<file path="src/rtl/det_frame_sched_pkg.sv">
// Shared types and constants for the det_frame_sched round-robin detector scheduler.
package det_frame_sched_pkg;

    localparam int NUM_REQ = 4;
    localparam int ID_W    = 2;

    typedef enum logic [2:0] {
        ST_IDLE   = 3'd0,
        ST_CLEAR  = 3'd1,
        ST_STREAM = 3'd2,
        ST_DRAIN1 = 3'd3,
        ST_DRAIN2 = 3'd4,
        ST_REPORT = 3'd5
    } state_t;

    function automatic logic [NUM_REQ-1:0] id_onehot(input logic [ID_W-1:0] id);
        logic [NUM_REQ-1:0] oh;
        oh     = '0;
        oh[id] = 1'b1;
        return oh;
    endfunction

endpackage

</file>
<file path="src/rtl/det_frame_sched_rr_pick.sv">
// Combinational round-robin picker: first set request at or after ptr, wrapping 3 -> 0.
module det_frame_sched_rr_pick
    import det_frame_sched_pkg::*;
(
    input  logic [NUM_REQ-1:0] req,
    input  logic [ID_W-1:0]    ptr,
    output logic               valid,
    output logic [ID_W-1:0]    id
);

    logic [ID_W-1:0] idx;

    // Walk from the farthest offset down so the nearest set request wins last.
    always_comb begin
        valid = 1'b0;
        id    = '0;
        idx   = '0;
        for (int i = NUM_REQ - 1; i >= 0; i--) begin
            idx = ptr + ID_W'(i);
            if (req[idx]) begin
                valid = 1'b1;
                id    = idx;
            end
        end
    end

endmodule

</file>
<file path="src/rtl/det_frame_sched.sv">
// Round-robin frame scheduler sharing one external "1 then 0" detector among four requesters.
//  state  | meaning
//  IDLE   | waiting for any request; picks next requester round-robin
//  CLEAR  | detector cleared, counters zeroed (1 cycle)
//  STREAM | frame bits forwarded to the detector (len cycles)
//  DRAIN1 | last bit presented to the detector; hits still counted
//  DRAIN2 | detector pipeline flush; last hit counted
//  REPORT | done strobe with id and hit count (1 cycle)
module det_frame_sched
    import det_frame_sched_pkg::*;
#(
    parameter int LEN_W = 8,
    parameter int CNT_W = 8
) (
    input  logic               clk,
    input  logic               rst_n,
    input  logic [NUM_REQ-1:0] req,
    input  logic [NUM_REQ-1:0] bit_in,
    input  logic [LEN_W-1:0]   frame_len,
    input  logic               det_out,
    output logic [NUM_REQ-1:0] gnt,
    output logic               det_clr,
    output logic               det_in,
    output logic               busy,
    output logic               done,
    output logic [ID_W-1:0]    done_id,
    output logic [CNT_W-1:0]   hit_cnt
);

    state_t             state_q, state_d;
    logic [ID_W-1:0]    id_q, id_d;
    logic [LEN_W-1:0]   len_q, len_d;
    logic [LEN_W-1:0]   bit_cnt_q, bit_cnt_d;
    logic [CNT_W-1:0]   hits_q, hits_d;
    logic               det_out_q, det_out_d;
    logic [ID_W-1:0]    rr_ptr_q, rr_ptr_d;
    logic [NUM_REQ-1:0] gnt_q, gnt_d;
    logic               det_clr_q, det_clr_d;
    logic               det_in_q, det_in_d;
    logic               busy_q, busy_d;
    logic               done_q, done_d;
    logic [ID_W-1:0]    done_id_q, done_id_d;
    logic [CNT_W-1:0]   hit_cnt_q, hit_cnt_d;

    logic               pick_valid;
    logic [ID_W-1:0]    pick_id;
    logic               hit;
    logic               counting;

    det_frame_sched_rr_pick u_rr_pick (
        .req   (req),
        .ptr   (rr_ptr_q),
        .valid (pick_valid),
        .id    (pick_id)
    );

    always_comb begin
        state_d   = state_q;
        id_d      = id_q;
        len_d     = len_q;
        bit_cnt_d = bit_cnt_q;
        hits_d    = hits_q;
        det_out_d = det_out;
        rr_ptr_d  = rr_ptr_q;
        det_clr_d = 1'b0;
        det_in_d  = 1'b0;
        done_d    = 1'b0;
        done_id_d = done_id_q;
        hit_cnt_d = hit_cnt_q;

        hit      = det_out & ~det_out_q;
        counting = (state_q == ST_STREAM) || (state_q == ST_DRAIN1) || (state_q == ST_DRAIN2);
        if (counting && hit && (hits_q != '1)) begin
            hits_d = hits_q + CNT_W'(1);
        end

        case (state_q)
            ST_IDLE: begin
                if (pick_valid) begin
                    id_d      = pick_id;
                    len_d     = frame_len;
                    det_clr_d = 1'b1;
                    state_d   = ST_CLEAR;
                end
            end
            ST_CLEAR: begin
                bit_cnt_d = '0;
                hits_d    = '0;
                det_out_d = 1'b0;
                state_d   = (len_q == '0) ? ST_DRAIN1 : ST_STREAM;
            end
            ST_STREAM: begin
                det_in_d = bit_in[id_q];
                if (bit_cnt_q == len_q - LEN_W'(1)) begin
                    state_d = ST_DRAIN1;
                end else begin
                    bit_cnt_d = bit_cnt_q + LEN_W'(1);
                end
            end
            ST_DRAIN1: begin
                state_d = ST_DRAIN2;
            end
            // Report outputs load here so they are visible during REPORT, including this cycle's hit.
            ST_DRAIN2: begin
                done_d    = 1'b1;
                done_id_d = id_q;
                hit_cnt_d = hits_d;
                state_d   = ST_REPORT;
            end
            ST_REPORT: begin
                rr_ptr_d = id_q + ID_W'(1);
                state_d  = ST_IDLE;
            end
            default: begin
                state_d = ST_IDLE;
            end
        endcase

        gnt_d  = (state_d != ST_IDLE) ? id_onehot(id_d) : '0;
        busy_d = (state_d != ST_IDLE);
    end

    always_ff @(posedge clk or negedge rst_n) begin
        if (!rst_n) begin
            state_q   <= ST_IDLE;
            id_q      <= '0;
            len_q     <= '0;
            bit_cnt_q <= '0;
            hits_q    <= '0;
            det_out_q <= 1'b0;
            rr_ptr_q  <= '0;
            gnt_q     <= '0;
            det_clr_q <= 1'b1;
            det_in_q  <= 1'b0;
            busy_q    <= 1'b0;
            done_q    <= 1'b0;
            done_id_q <= '0;
            hit_cnt_q <= '0;
        end else begin
            state_q   <= state_d;
            id_q      <= id_d;
            len_q     <= len_d;
            bit_cnt_q <= bit_cnt_d;
            hits_q    <= hits_d;
            det_out_q <= det_out_d;
            rr_ptr_q  <= rr_ptr_d;
            gnt_q     <= gnt_d;
            det_clr_q <= det_clr_d;
            det_in_q  <= det_in_d;
            busy_q    <= busy_d;
            done_q    <= done_d;
            done_id_q <= done_id_d;
            hit_cnt_q <= hit_cnt_d;
        end
    end

    assign gnt     = gnt_q;
    assign det_clr = det_clr_q;
    assign det_in  = det_in_q;
    assign busy    = busy_q;
    assign done    = done_q;
    assign done_id = done_id_q;
    assign hit_cnt = hit_cnt_q;

endmodule

</file>
<file path="config.mk">
export PLATFORM = sky130hd
export DESIGN_NAME = det_frame_sched
export DESIGN_NICKNAME = d
export VERILOG_FILES = /design/src/rtl/det_frame_sched_pkg.sv /design/src/rtl/det_frame_sched_rr_pick.sv /design/src/rtl/det_frame_sched.sv
export SDC_FILE = /design/constraint.sdc
export NUM_CORES = 1
export LEC_CHECK = 0
export BUFFER_PORTS_ARGS = -buffer_cell sky130_fd_sc_hd__buf_4
export CORE_UTILIZATION = 40
export DETAILED_ROUTE_END_ITERATION = 8
export GPL_TIMING_DRIVEN = 1
export HOLD_SLACK_MARGIN = 0.1
export MAX_ROUTING_LAYER = met4
export PLACE_DENSITY_LB_ADDON = 0.25
export REMOVE_ABC_BUFFERS = 1
export SLEW_MARGIN = 0
export SYNTH_ARGS = -nofsm -noshare
export SYNTH_HDL_FRONTEND = slang
export SYNTH_HIERARCHICAL = 1
export SYNTH_SLANG_ARGS = --single-unit
</file>
<file path="constraint.sdc">
create_clock -name clk -period 2.21 [get_ports clk]
set_input_delay 0.442 -clock clk [delete_from_list [all_inputs] [get_ports clk]]
set_output_delay 0.442 -clock clk [all_outputs]
set_load 0.01 [all_outputs]
</file>
-- After elaboration in Yosys (flattened, before gate mapping)
Index checks and enable logic that the tools add are counted.
- bits in registers: 50
- input port bits: 19
- logic and storage cells: 85
- add/sub/neg operators: 7
- magnitude comparators: 7
- equal/unequal tests: 8
- multiplexer cells: 36
- bitwise logic cells: 2
- reductions and logical operators: 11
- operator list (operator ; number):
    8-bit two-way mux ; 3
    2-bit by 3-bit less-than comparator with 1-bit output, second input constant ; 6
    8-bit by 1-bit adder with 8-bit output, second input constant ; 2
    1-bit two-way mux ; 16
    8-bit one-hot mux with 2 select lines ; 1
    3-bit one-hot mux with 5 select lines ; 1
    2-bit two-way mux ; 6
    1-bit binary-select mux with 2-bit select ; 5
    8-bit == test ; 1
    8-bit logical NOT ; 1
    8-bit inequality test, second input constant ; 1
    8-bit by 1-bit subtractor with 8-bit output, second input constant ; 1
    3-bit by 2-bit == test with 1-bit output, second input constant ; 2
    3-bit == test, second input constant ; 2
    3-bit two-way mux ; 2
    2-bit by 1-bit adder with 2-bit output, second input constant ; 2
    2-bit adder, second input constant ; 2
    4-bit two-way mux ; 1
    2-bit AND reduction ; 2
    3-bit by 1-bit == test with 1-bit output, second input constant ; 1
    1-bit logical AND ; 3
    3-bit logical NOT ; 1
    3-bit nonzero test ; 1
    1-bit demux with 2-bit select ; 1
    other kinds (6) ; 7

-- Depth between registers and ports, before layout
- word-level depth: 14
- mapped depth: 8
- depth with buffers taken out: 8

-- By module
The synthesis kept the hierarchy.
- by module, submodules not included (module ; instances ; cells an instance ; area an instance (sq um) ; seq. area each (sq um)):
    det_frame_sched ; 1 ; 216 ; 2378.5 ; 1252.5
    det_frame_sched_rr_pick ; 1 ; 13 ; 77.6 ; 0.0

-- Worst setup path before layout
OpenSTA, ideal clock, no wires.
- path kind: register -> register
- from: register len_q[0]
- to: register bit_cnt_q[6]
- library setup time: 79 ps
- data arrival time: 2116 ps
- required time: 2131 ps
- path slack: 15 ps
- stages on the path, launching flop included: 7
- path buffers: 0
- clock period less this slack: 2195 ps
- path through: dfrtp_1 > or4_4 > or3_4 > a2111oi_4 > o21ai_2 > nand4_1 > mux2i_1
- cells in the longest elaborated chain, start to end: 4
- RTL lines (item ; line ; source):
    start, declared ; det_frame_sched.sv:32 ; logic [LEN_W-1:0] len_q, len_d;
    start signal, assigned ; det_frame_sched.sv:142 ; len_q <= len_d;
    8-bit by 1-bit subtractor with 8-bit output ; det_frame_sched.sv:94 ; if (bit_cnt_q == len_q - LEN_W'(1)) begin
    8-bit == test ; det_frame_sched.sv:94 ;
    2-bit inequality test (no source line) ; n/a ;
    2-bit AND reduction (no source line) ; n/a ;
    end signal, assigned ; det_frame_sched.sv:143 ; bit_cnt_q <= bit_cnt_d;
    end, declared ; det_frame_sched.sv:33 ; logic [LEN_W-1:0] bit_cnt_q, bit_cnt_d;
Every way passes these cells.
A chain may end at the register's enable or synchronous reset.

-- Worst setup path in the final report
- from: register len_q[1]
- to: register bit_cnt_q[7]
Same word-level chain as after synthesis.

==> results.md <==
* Worst Tran Pin Value at 0.6340 ns
* CTS Buffer Depth at 2
* Initial drt markers at between 90 and 100
* DR WL/cell at 13.48 µm
* Hold Vio Cnt, Final at 0
* CTS tree: yes
* Worst Path Required at around 2.4 ns
* Core footprint at about 0.0059 mm²
* Final #Nets at 299
* Post-CTS Setup Bufs at 0
* Met2 wire length at ~2200 µm
* CP Class: flop to flop
* Post-Synth XOR/XNOR Area at approximately 6.7%
* Die H at between 80 and 90 µm
* Sequential element share of the synthesized area at 50.99%
* WL met1 at 2294 µm
* First drt pass iteration count at 4
* Worst Path Max Fanout at 5
* WL met3 at ~210 µm
* Routed Antenna Nets at 0
* Routed via count at between 1,500 and 2,000
* Ant. Diodes at 0
* Num CTS Buffers at 5
* Cells after synthesis at approximately 230
* First-pass GRT wire length at around 8300 µm
* Dpl hpwl at approximately 3300 µm
* RSZ-0062 raised after global routing: true
* Full die area at 0.006458 mm²
* DP Area at around 0.0029 mm²
* Status: finished, violations left
* Clock Sinks at 50
* Relative slew margins at ~58%
* Max Transition Viols Final at 0
* Violated checks: negative setup slack
* Vias in the first global route at between 1,500 and 2,000
* Drt drc at 0
* Post-Syn Area per Cell at roughly 11 µm²
* Routability cong. at 0.7397
* Initial antenna violation count at 0
* Post-Place Cells at 344
* Final worst slack at -0.06093 ns
* Site row count at 28
* H-tree depth at 2
* Synth Area in Adders at about 1.5%
* Post-layout util at between 50% and 60%
* GR Overflow Total at 0
* Clk slew on worst S/H paths at roughly 0.090 ns
* Critical Path Start Type: flop
* Data arrival, critical path at about 2.5 ns
* All-layer global routing usage at between 10% and 20%
* Post-synthesis compound-gate area fraction at just over 9%
* Fillers at ~540
* Skew final at between 0.007 and 0.008 ns
* Share of cells above drive strength 1 at a little under a third
* Root Buffer: clkbuf_8
* Post-synthesis mux area share at a little under a tenth
* Worst Setup End Kind: flop
* Post-Synth Simple-Gate Area at between 10% and 20%
* Clock Latency Late Sink at approximately 0.30 ns
* Part of the cycle the worst path needs at 102.8%
* Max Cap Violations at 0
* HP Class: primary input to asynchronous set/reset pin
* Synthesized area at approximately 0.0025 mm²
* Via-to-Cell Ratio at about 5
* PD cells at approximately 1300 mW/mm²
* Design area at 0.003049 mm²
* Post-place setup slack at -0.07509 ns
* DR top layer: met4
* Cts hold-fix bufs at 0
* Seq cells post-synth at 50
* Peak VDD IR at a little under 0.5 mV
* LEAKAGE at around 1.4 nW
* YS warnings at 6
* Crit path time final at 2.271 ns
* Port buffer count at 36
* Main combinational cell family by area after synthesis: simple AND/OR/NAND/NOR gates
* Drt total wl at between 4000 and 5000 µm
* Final setup fails at 8
* Die W at ~80 µm
* Starting Density at 41.48%
* Area delta synth->final at 24.15%
* Distinct cells, synth at 47
* Pin count of the biggest net entering global routing at a little over 50
* Final Non-Filler Cells at 353
* I/O pins at 37
* Fmax achieved at 440.3 MHz
## sequential cells by signal (all words and copies together) (netlist names)
register / flops
rr_ptr_q: 2
id_q: 2
det_clr: 1
busy: 1
state_q: 3
len_q: 8
done: 1
bit_cnt_q: 8
hit_cnt: 8
det_out_q: 1
det_in: 1
hits_q: 8
done_id: 2
gnt: 4
## routing by layer
layer	vias up	GRT usage [%]
met2	30	27.12
met5	-	-
met4	0	6.250
met3	7	4.432
li1	890	-
met1	871	21.88
## cells in the mapped netlist (all sizes together)
cell type	count	area share, %
ha	3	1.5
xnor2	10	3.6
nor4	1	0.25
a32oi	1	0.36
xnor3	1	0.97
and3	3	0.76
xor2	6	2.1
dfstp	1	1.1
a22oi	1	0.31
nor3	2	0.41
inv	6	0.92
a211oi	2	0.82
clkbuf	6	1.3
o21ai	7	1.6
or3	1	0.46
dfrtp	49	50
o32ai	1	0.36
or3b	1	0.36
nor2	33	5.0
nand4	6	1.5
a21oi	12	2.4
and2	2	0.51
nor2b	1	0.25
nand4b	1	0.36
mux2	9	4.1
mux4	1	0.92
mux2i	10	4.1
nand2b	5	1.3
nand2	22	3.4
a211o	1	0.36
and2b	4	1.4
nor3b	4	1.2
o32a	1	0.41
nand3b	1	0.31
nor4b	2	0.71
a31o	2	0.71
nand3	4	0.82
buf	1	0.46
or4	2	0.76
a2111oi	1	1.1
o221a	1	0.46
a21o	1	0.31
## cells by family (layout without fill, tap and decap cells)
| family | Yosys count | count (layout) |
|---|---|---|
| mux | 20 | 20 |
| simple gates | 95 | 95 |
| compound gates | 31 | 32 |
| fa+ha+maj | 3 | 3 |
| flops | 50 | 50 |
| buf+inv | 13 | 61 |
| xor+xnor | 17 | 17 |
## cell type report
cell class	instances	area, µm²	area share (%)
flip-flops and latches	50	1252	41.08
multi-input cells	167	1216	39.89
repair buffers	47	352.8	11.57
well taps	75	93.84	3.078
clock buffers	6	72.57	2.380
clock inverters	2	38.79	1.272
inverters	6	22.52	0.7386
## cell usage in the layout (no fill, tap or decap), types with 3 or more instances in the layout
master and instances:
dfrtp_1 49, buf_4 47, nor2_1 33, nand2_1 21, a21oi_1 12, xnor2_1 10, mux2i_1 10, mux2_2 9
inv_1 6, nand4_1 6, o21ai_0 6, xor2_1 5, nand2b_1 5, clkbuf_8 5, nand3_1 4, and2b_2 3
and3_1 3
## worst paths after layout
check / start / end / slack (ns) / cells after the start
max: len_q[1]$_DFFE_PN0P_ / bit_cnt_q[7]$_DFFE_PN0P_ / -0.06 / 6
min: rst_n / done_id[1]$_DFFE_PN0P_ / 0.16 / 1
max reg2reg: len_q[1]$_DFFE_PN0P_ / bit_cnt_q[7]$_DFFE_PN0P_ / -0.06 / 6
min reg2reg: done_id[1]$_DFFE_PN0P_ / done_id[1]$_DFFE_PN0P_ / 0.52 / 1
max in group asynchronous: rst_n / bit_cnt_q[4]$_DFFE_PN0P_ / 1.63 / 1
min in group clk: frame_len[1] / len_q[1]$_DFFE_PN0P_ / 0.34 / 3
## worst max-delay path: stages, from the launching register on
cell and delay, ns:
dfrtp_1 0.39, or4_4 0.54, or3_4 0.35, a2111oi_4 0.43
o21ai_4 0.15, nand4_1 0.13, mux2i_1 0.20
## where the power goes
| group | internal, mW | total (mW) | switching [mW] |
|---|---|---|---|
| registers | 1.25 | 1.56 | 0.306 |
| clock network | 0.340 | 0.645 | 0.305 |
| logic | 0.938 | 1.80 | 0.866 |
## stage by stage
stage          hold slack (ns)  TNS [ns]  power, mW
6_report                0.1558   -0.2232      4.005
5_1_grt                 0.1931   -0.7927      4.309
4_1_cts                 0.1718   -0.1042      4.005
3_5_place_dp            0.5018   -0.3360      3.306
3_3_place_gp            0.4959  -0.08287      3.271
2_1_floorplan           0.1464    -10.68      2.631
## timing repair
action,CTS,global route
endpoints found under the setup margin,8,9
gates resized for setup,4,5
cloned,1,0
pin swaps,4,3
No activity file was read; power rests on OpenSTA's default activity.
